### src/rtl/fifo_uart_pkg.sv
// Shared types and line levels for the FIFO-drain UART transmitter.
package fifo_uart_pkg;

  typedef enum logic [1:0] {
    IDLE,
    START,
    DATA,
    STOP
  } state_e;

  localparam logic LINE_IDLE  = 1'b1;
  localparam logic LINE_START = 1'b0;

endpackage

### src/rtl/uart_bit_timer.sv
// Bit-period divider: bit_end strobes on the last clk of every CLK_DIV-cycle bit.
module uart_bit_timer #(
  parameter int unsigned CLK_DIV = 4
) (
  input  logic clk,
  input  logic rst_n,
  input  logic load,
  output logic bit_end
);

  localparam int unsigned CW = ($clog2(CLK_DIV + 1) < 1) ? 1 : $clog2(CLK_DIV + 1);
  localparam logic [CW-1:0] LAST = CW'(CLK_DIV - 1);

  logic [CW-1:0] cnt_q, cnt_d;

  // load holds the count at zero so the first bit after a restart is a full period
  always_comb begin
    bit_end = 1'b0;
    cnt_d   = cnt_q;
    if (load) begin
      cnt_d = '0;
    end else if (cnt_q == LAST) begin
      bit_end = 1'b1;
      cnt_d   = '0;
    end else begin
      cnt_d = cnt_q + CW'(1);
    end
  end

  always_ff @(posedge clk or negedge rst_n) begin
    if (!rst_n) cnt_q <= '0;
    else        cnt_q <= cnt_d;
  end

endmodule

### src/rtl/fifo_uart_tx.sv
// Drains a show-ahead FIFO and serializes each byte as 8N1, LSB first.
module fifo_uart_tx #(
  parameter int unsigned DATA_W  = 8,
  parameter int unsigned CLK_DIV = 4
) (
  input  logic              clk,
  input  logic              rst_n,
  input  logic [DATA_W-1:0] fifo_data,
  input  logic              fifo_empty,
  output logic              fifo_pop,
  output logic              tx,
  output logic              busy,
  output logic              frame_done
);

  import fifo_uart_pkg::*;

  localparam int unsigned IW = $clog2(DATA_W + 1);
  localparam logic [IW-1:0] LAST_BIT = IW'(DATA_W - 1);

  state_e            state_q, state_d;
  logic [DATA_W-1:0] shift_q, shift_d;
  logic [IW-1:0]     idx_q, idx_d;
  logic              bit_end;
  logic              pop_req;
  logic              timer_load;

  assign timer_load = (state_q == IDLE);

  uart_bit_timer #(.CLK_DIV(CLK_DIV)) u_timer (
    .clk    (clk),
    .rst_n  (rst_n),
    .load   (timer_load),
    .bit_end(bit_end)
  );

  always_comb begin
    state_d    = state_q;
    shift_d    = shift_q;
    idx_d      = idx_q;
    pop_req    = 1'b0;
    frame_done = 1'b0;
    tx         = LINE_IDLE;
    case (state_q)
      IDLE: begin
        if (!fifo_empty) begin
          pop_req = 1'b1;
          shift_d = fifo_data;
          state_d = START;
        end
      end
      START: begin
        tx = LINE_START;
        if (bit_end) begin
          state_d = DATA;
          idx_d   = '0;
        end
      end
      DATA: begin
        tx = shift_q[0];
        if (bit_end) begin
          shift_d = shift_q >> 1;
          if (idx_q == LAST_BIT) begin
            state_d = STOP;
            idx_d   = '0;
          end else begin
            idx_d = idx_q + IW'(1);
          end
        end
      end
      STOP: begin
        if (bit_end) begin
          frame_done = 1'b1;
          if (!fifo_empty) begin
            pop_req = 1'b1;
            shift_d = fifo_data;
            state_d = START;
          end else begin
            state_d = IDLE;
          end
        end
      end
      default: state_d = IDLE;
    endcase
  end

  // IDLE with a non-empty FIFO would otherwise pop while reset is held
  assign fifo_pop = pop_req & rst_n;
  assign busy     = (state_q != IDLE);

  always_ff @(posedge clk or negedge rst_n) begin
    if (!rst_n) begin
      state_q <= IDLE;
      shift_q <= '0;
      idx_q   <= '0;
    end else begin
      state_q <= state_d;
      shift_q <= shift_d;
      idx_q   <= idx_d;
    end
  end

endmodule

### config.mk
export PLATFORM = sky130hd
export DESIGN_NAME = fifo_uart_tx
export DESIGN_NICKNAME = d
export VERILOG_FILES = /design/src/rtl/fifo_uart_pkg.sv /design/src/rtl/uart_bit_timer.sv /design/src/rtl/fifo_uart_tx.sv
export SDC_FILE = /design/constraint.sdc
export NUM_CORES = 1
export LEC_CHECK = 0
export ABC_CLOCK_PERIOD_IN_PS = 2200
export BUFFER_PORTS_ARGS = -buffer_cell sky130_fd_sc_hd__buf_2
export CAP_MARGIN = 5
export CORE_MARGIN = 5
export CORE_UTILIZATION = 30
export DETAILED_ROUTE_END_ITERATION = 8
export PLACE_DENSITY_LB_ADDON = 0.05
export SYNTH_ARGS = -nofsm -noshare
export SYNTH_HDL_FRONTEND = slang
export SYNTH_SLANG_ARGS = --single-unit
export TNS_END_PERCENT = 20
### constraint.sdc
create_clock -name clk -period 2.2 [get_ports clk]
set_clock_uncertainty 0.05 [all_clocks]
set_input_delay 0 -clock clk [delete_from_list [all_inputs] [get_ports clk]]
set_output_delay 0 -clock clk [all_outputs]
set_load 0.03 [all_outputs]
Word-level counts from Yosys, hierarchy flattened

Index checks and enable logic that the tools add are counted.

Bits of input ports: 11
Output and inout bits: 4
Register bits after elaboration: 17

Reduce and logical (&&, ||, !) cells: 7
Bitwise operators: 1
Equal/unequal tests: 10
Add/subtract/negate cells: 2
Mux-type cells: 25

Operators by type and width:

| kind                                                | number |
|---|---|
| two-way mux 8 bit                                   | 3 |
| case mux 8 bit (3 select lines)                     | 1 |
| two-way mux 4 bit                                   | 3 |
| two-way mux 2 bit                                   | 5 |
| != test 2 bit, second input constant                | 5 |
| case mux 2 bit (4 select lines)                     | 1 |
| case mux 4 bit (2 select lines)                     | 1 |
| two-way mux 1 bit                                   | 7 |
| two-way mux 3 bit                                   | 2 |
| AND reduction 3 bit                                 | 2 |
| AND reduction 5 bit                                 | 1 |
| adder 4 x 1 -> 4 bit, second input constant         | 1 |
| equality test 2 bit, second input constant          | 2 |
| equality test 4 x 3 -> 1 bit, second input constant | 1 |
| case mux 1 bit (2 select lines)                     | 2 |
| nonzero test 2 bit                                  | 2 |
| adder 3 x 1 -> 3 bit, second input constant         | 1 |
| equality test 3 x 2 -> 1 bit, second input constant | 1 |
| nonzero test 3 bit                                  | 1 |
| equality test 2 x 1 -> 1 bit, second input constant | 1 |
| zero test 2 bit                                     | 1 |
| bitwise AND 1 bit                                   | 1 |

Logic depth before layout (Yosys ltp)

Word-level depth: 6
Mapped depth: 8

Hierarchy

A second synthesis with hierarchy kept.

Cells, all modules: 83
Area total of the unflattened synthesis: 1002.2 µm²

Modules (own cells, without submodules):

| module         | instances | seq. area each (µm²) | area each (µm²) | cells an instance |
|---|---|---|---|---|
| fifo_uart_tx   | 1         | 350.3                | 868.3           | 74 |
| uart_bit_timer | 1         | 75.1                 | 133.9           | 9 |

Least setup slack after synthesis

Ideal clock, no wire load.

Path type: reg2out
Start: reg state_q[0]
End: out fifo_pop
Required time: 2.150 ns
Path buffers: 1
Cell stages (with the launch flop): 8
Path slack: -0.369 ns
Data arrival time: 2.519 ns
Cell sequence: dfrtp_1 inv_1 ha_1 buf_6 nor3b_2 and2_1 nor2_1 nor4b_1

Cells in the longest elaborated chain, start to end: 5

Ends and longest elaborated chain:

| what                              | RTL line                               | RTL |
|---|---|---|
| from (decl)                       | fifo_uart_tx.sv:21                     | `state_e state_q, state_d;` |
| from (signal assigned)            | fifo_uart_tx.sv:97                     | `state_q <= state_d;` |
| zero test 2 bit                   | fifo_uart_tx.sv:28, fifo_uart_tx.sv:44 |  |
| two-way mux 1 bit                 | uart_bit_timer.sv:20                   | `if (load) begin` |
| two-way mux 1 bit                 | fifo_uart_tx.sv:72                     | `if (bit_end) begin` |
| case mux 1 bit (2 select lines) * | fifo_uart_tx.sv:44                     | `case (state_q)` |
| bitwise AND 1 bit *               | fifo_uart_tx.sv:88                     | `assign fifo_pop = pop_req & rst_n;` |
| to (decl)                         | fifo_uart_tx.sv:10                     | `output logic fifo_pop,` |

Mark *: on every way between the ends. The rest lies on a longest branch, timed or not.

Worst setup path after layout

Same ends and word-level chain as after synthesis.

==> impl_metrics.tcl <==
set metrics [dict create \
    run_status "complete, no violations" \
    drc 0 \
    ff2ff_setup_slack_ps 200 \
    synth_fa_ha_area_share_pct 9.01 \
    vias_per_cell 4.46 \
    yosys_register_bits 17 \
    category_of_the_critical_setup_timing_path "flop to output pin" \
    layout.area.seq_sq_um 425 \
    layout_common_cells "dfrtp_1, buf_2, nor2_1, dlygate4sd3_1, mux2i_1" \
    timing.critical_path.arrival_ps 1970 \
    cts.reportedPaths.clkPinSlew_ps 110 \
    postRouteWirelength_mm 1.81 \
    yosys.cell_types.count 29 \
    timing.max_slew.rel_slack_pct 69.7 \
    die-width_um 66.9 \
    finalCoreUtilization_pct 40.2 \
    num_antenna_cells 0 \
    postSynthAreaPerCell_sq_um 10.9 \
    synth_compound_area_share_pct 17.4 \
    worst_path_largest_cell_delay_ps 430 \
    clkSinkCount 17 \
    post-place-cells 148 \
    drive_gt1_share_pct 28.8 \
    stdcell_count 162 \
    setup_viol_count_final 0 \
    cts-buffers-inserted 3 \
    multi_input_gate_area_sq_um 510 \
    synth_async_sr_flop_share_pct 100 \
    finalSetupTns_ps 0 \
    rr_endpoint "shift_q[4]" \
    dominant_combinational_cell_family_by_area_after_synthesis "compound AO/OA/AOI/OAI gates" \
    routed-via-count 722 \
    synth-xor-area-share_pct 0 \
    master_cell_of_the_clock_root_buffer "clkbuf_4" \
    synthesis.nets 107 \
    synth.area.mux_share_pct 10.6 \
    overflow 0 \
    chipHeight_um 66.9 \
    gpl.final_weighted_congestion 0.752 \
    worstMarginPinSlew_ps 450 \
    dp_hpwl_mm 1.42 \
    antenna_left 0 \
    cpMaxStageDelayCell "dfrtp_1" \
    netlist_instances 89 \
    cp.required_ps 2150 \
    synth-seq-area-share_pct 43.8 \
    grt_pass1_wl_mm 3.02 \
    drt_first_pass_iters 3 \
    place_area_sq_mm 0.00110 \
    synth-simple-area-share_pct 14.3 \
    die_area_sq_mm 0.00448 \
    final_period_minus_worst_setup_slack_ps 2020 \
    grt_setup_unrepaired "no" \
    placeableCoreArea_sq_mm 0.00308 \
    post-route-worst-setup-slack_ps 179 \
    wire_length_on_met1_um 902 \
    rr_startpoint "state_q[0]" \
    antenna_found_initial 0 \
    pwr_density_cell_mw_per_mm2 1340 \
    grt_start_max_net_pins 19 \
    p_leak_nw 0.547 \
    maxClockFrequency_ghz 0.495 \
    drt-wirelength-per-cell_um 11.2 \
    most_common_cell_after_layout_fill_and_taps_aside "dfrtp_1" \
    cts_max_path_buffers 2 \
    vdd_ir_drop_max_uv 435 \
    timing.critical_path.from_type "flop" \
    report.final.slew_viol_count 0 \
    timing.max_cap.violations 0 \
    prevailing_post_synth_register_cell "dfrtp_1" \
    crit_path_cell_trace "inv_1, ha_1, nor3b_4, and2_1, nor2_1, nor4b_2, buf_2" \
    initial_core_util_pct 31.6 \
    holdCritPathClass "primary input to asynchronous set/reset pin" \
    final_nets 137 \
    drtIter0Drc 23 \
    clk_latency_ps 290 \
    highest-signal-layer "met4" \
    ctsHtreeMaxLevel 1 \
    cts_tree "built" \
    final-hold-violation-count 0 \
    post_synth_instance_area_sq_um 972 \
    io_pins 15 \
    grtUsageTotal_pct 9.01 \
    number_of_cell_rows 20 \
    layout.filler_cells 321 \
    place_worst_setup_slack_ps 212 \
    ys_warn_count 0 \
    timing.critical_path.to_type "output pin" \
    wl_met3_um 69 \
    final.period_utilization_pct 91.9 \
    synth_enable_flop_cells 0 \
    worstPathMaxFanout 5 \
    detailroute.wirelength.met2_um 823 \
    io_buffers 14 \
    grt_pass1_vias 690 \
    area_growth_syn_to_layout_pct 27.3 \
    final_area_sq_mm 0.00124 \
    rr_worst_depth 7 \
]
[per-stage QoR]
step | hold WS [ps] | total power, mW
floorplan | -346 | 1.29
global placement | -90.0 | 1.48
detailed placement | -90.3 | 1.49
CTS | 104 | 1.68
global route | 129 | 1.81
finish | 100 | 1.65
[power by group]
part,total (mW),internal (mW),switching [mW]
Combinational,0.934,0.440,0.494
Clock,0.173,0.0691,0.103
Sequential,0.549,0.451,0.0972
Total,1.65,0.960,0.695
[synth_stat cells (all sizes together), types with 2 or more instances]
cell | instances | area, sq um
mux2 | 2 | 22.5
nand2 | 4 | 15.0
inv | 5 | 18.8
dfrtp | 17 | 425
nor3b | 3 | 27.5
ha | 7 | 87.6
a21oi | 9 | 56.3
o21ai | 5 | 25.0
nor2b | 2 | 12.5
mux2i | 8 | 80.1
buf | 3 | 30.0
a32o | 2 | 20.0
nor2 | 9 | 33.8
[sequential cells by signal, summed over array words and instances (netlist names)]
register,cells
shift_q,8
idx_q,4
u_timer.cnt_q,3
state_q,2
[cell type report]
cell class,instances,share of cell area [%]
flip-flops and latches,17,34.4
repair buffers,28,16.0
clock buffers,3,1.82
multi-input cells,64,41.3
inverters,5,1.52
clock inverters,1,0.607
well taps,44,4.45
[critical path, delay by kind of cell, from the launching register on]
kind | cells | cell delay [ps]
simple gates | 4 | 640
flops | 1 | 430
buf+inv | 2 | 340
fa+ha+maj | 1 | 280
[worst max path at each step]
stage                           from          to  cells after the start
after floorplan           state_q[0]    fifo_pop                      7
after global placement    state_q[0]  state_q[0]                      6
after detailed placement  state_q[0]  state_q[1]                      6
after CTS                 state_q[0]    fifo_pop                      7
after global routing      state_q[0]    fifo_pop                      7
final                     state_q[0]    fifo_pop                      7
[logic make-up after synthesis]
group,after synthesis
AO/OA/AOI/OAI,22
adder cells (fa/ha/maj),7
buffers and inverters,8
flip-flops,17
multiplexers,10
AND/OR/NAND/NOR,25
[per-layer routing]
metal	GRT usage, %	vias up
met5	0	-
met4	2.28	0
met3	3.54	2
met2	15.0	10
met1	10.8	332
li1	-	378
[repair_timing]
item,4_1_cts,5_1_grt
gates resized for setup,0,1
setup buffers,0,1
endpoints found under the setup margin,0,1
endpoints found under the hold margin,25,0
hold buffers,9,0
Power figures use the tool's default switching activity.
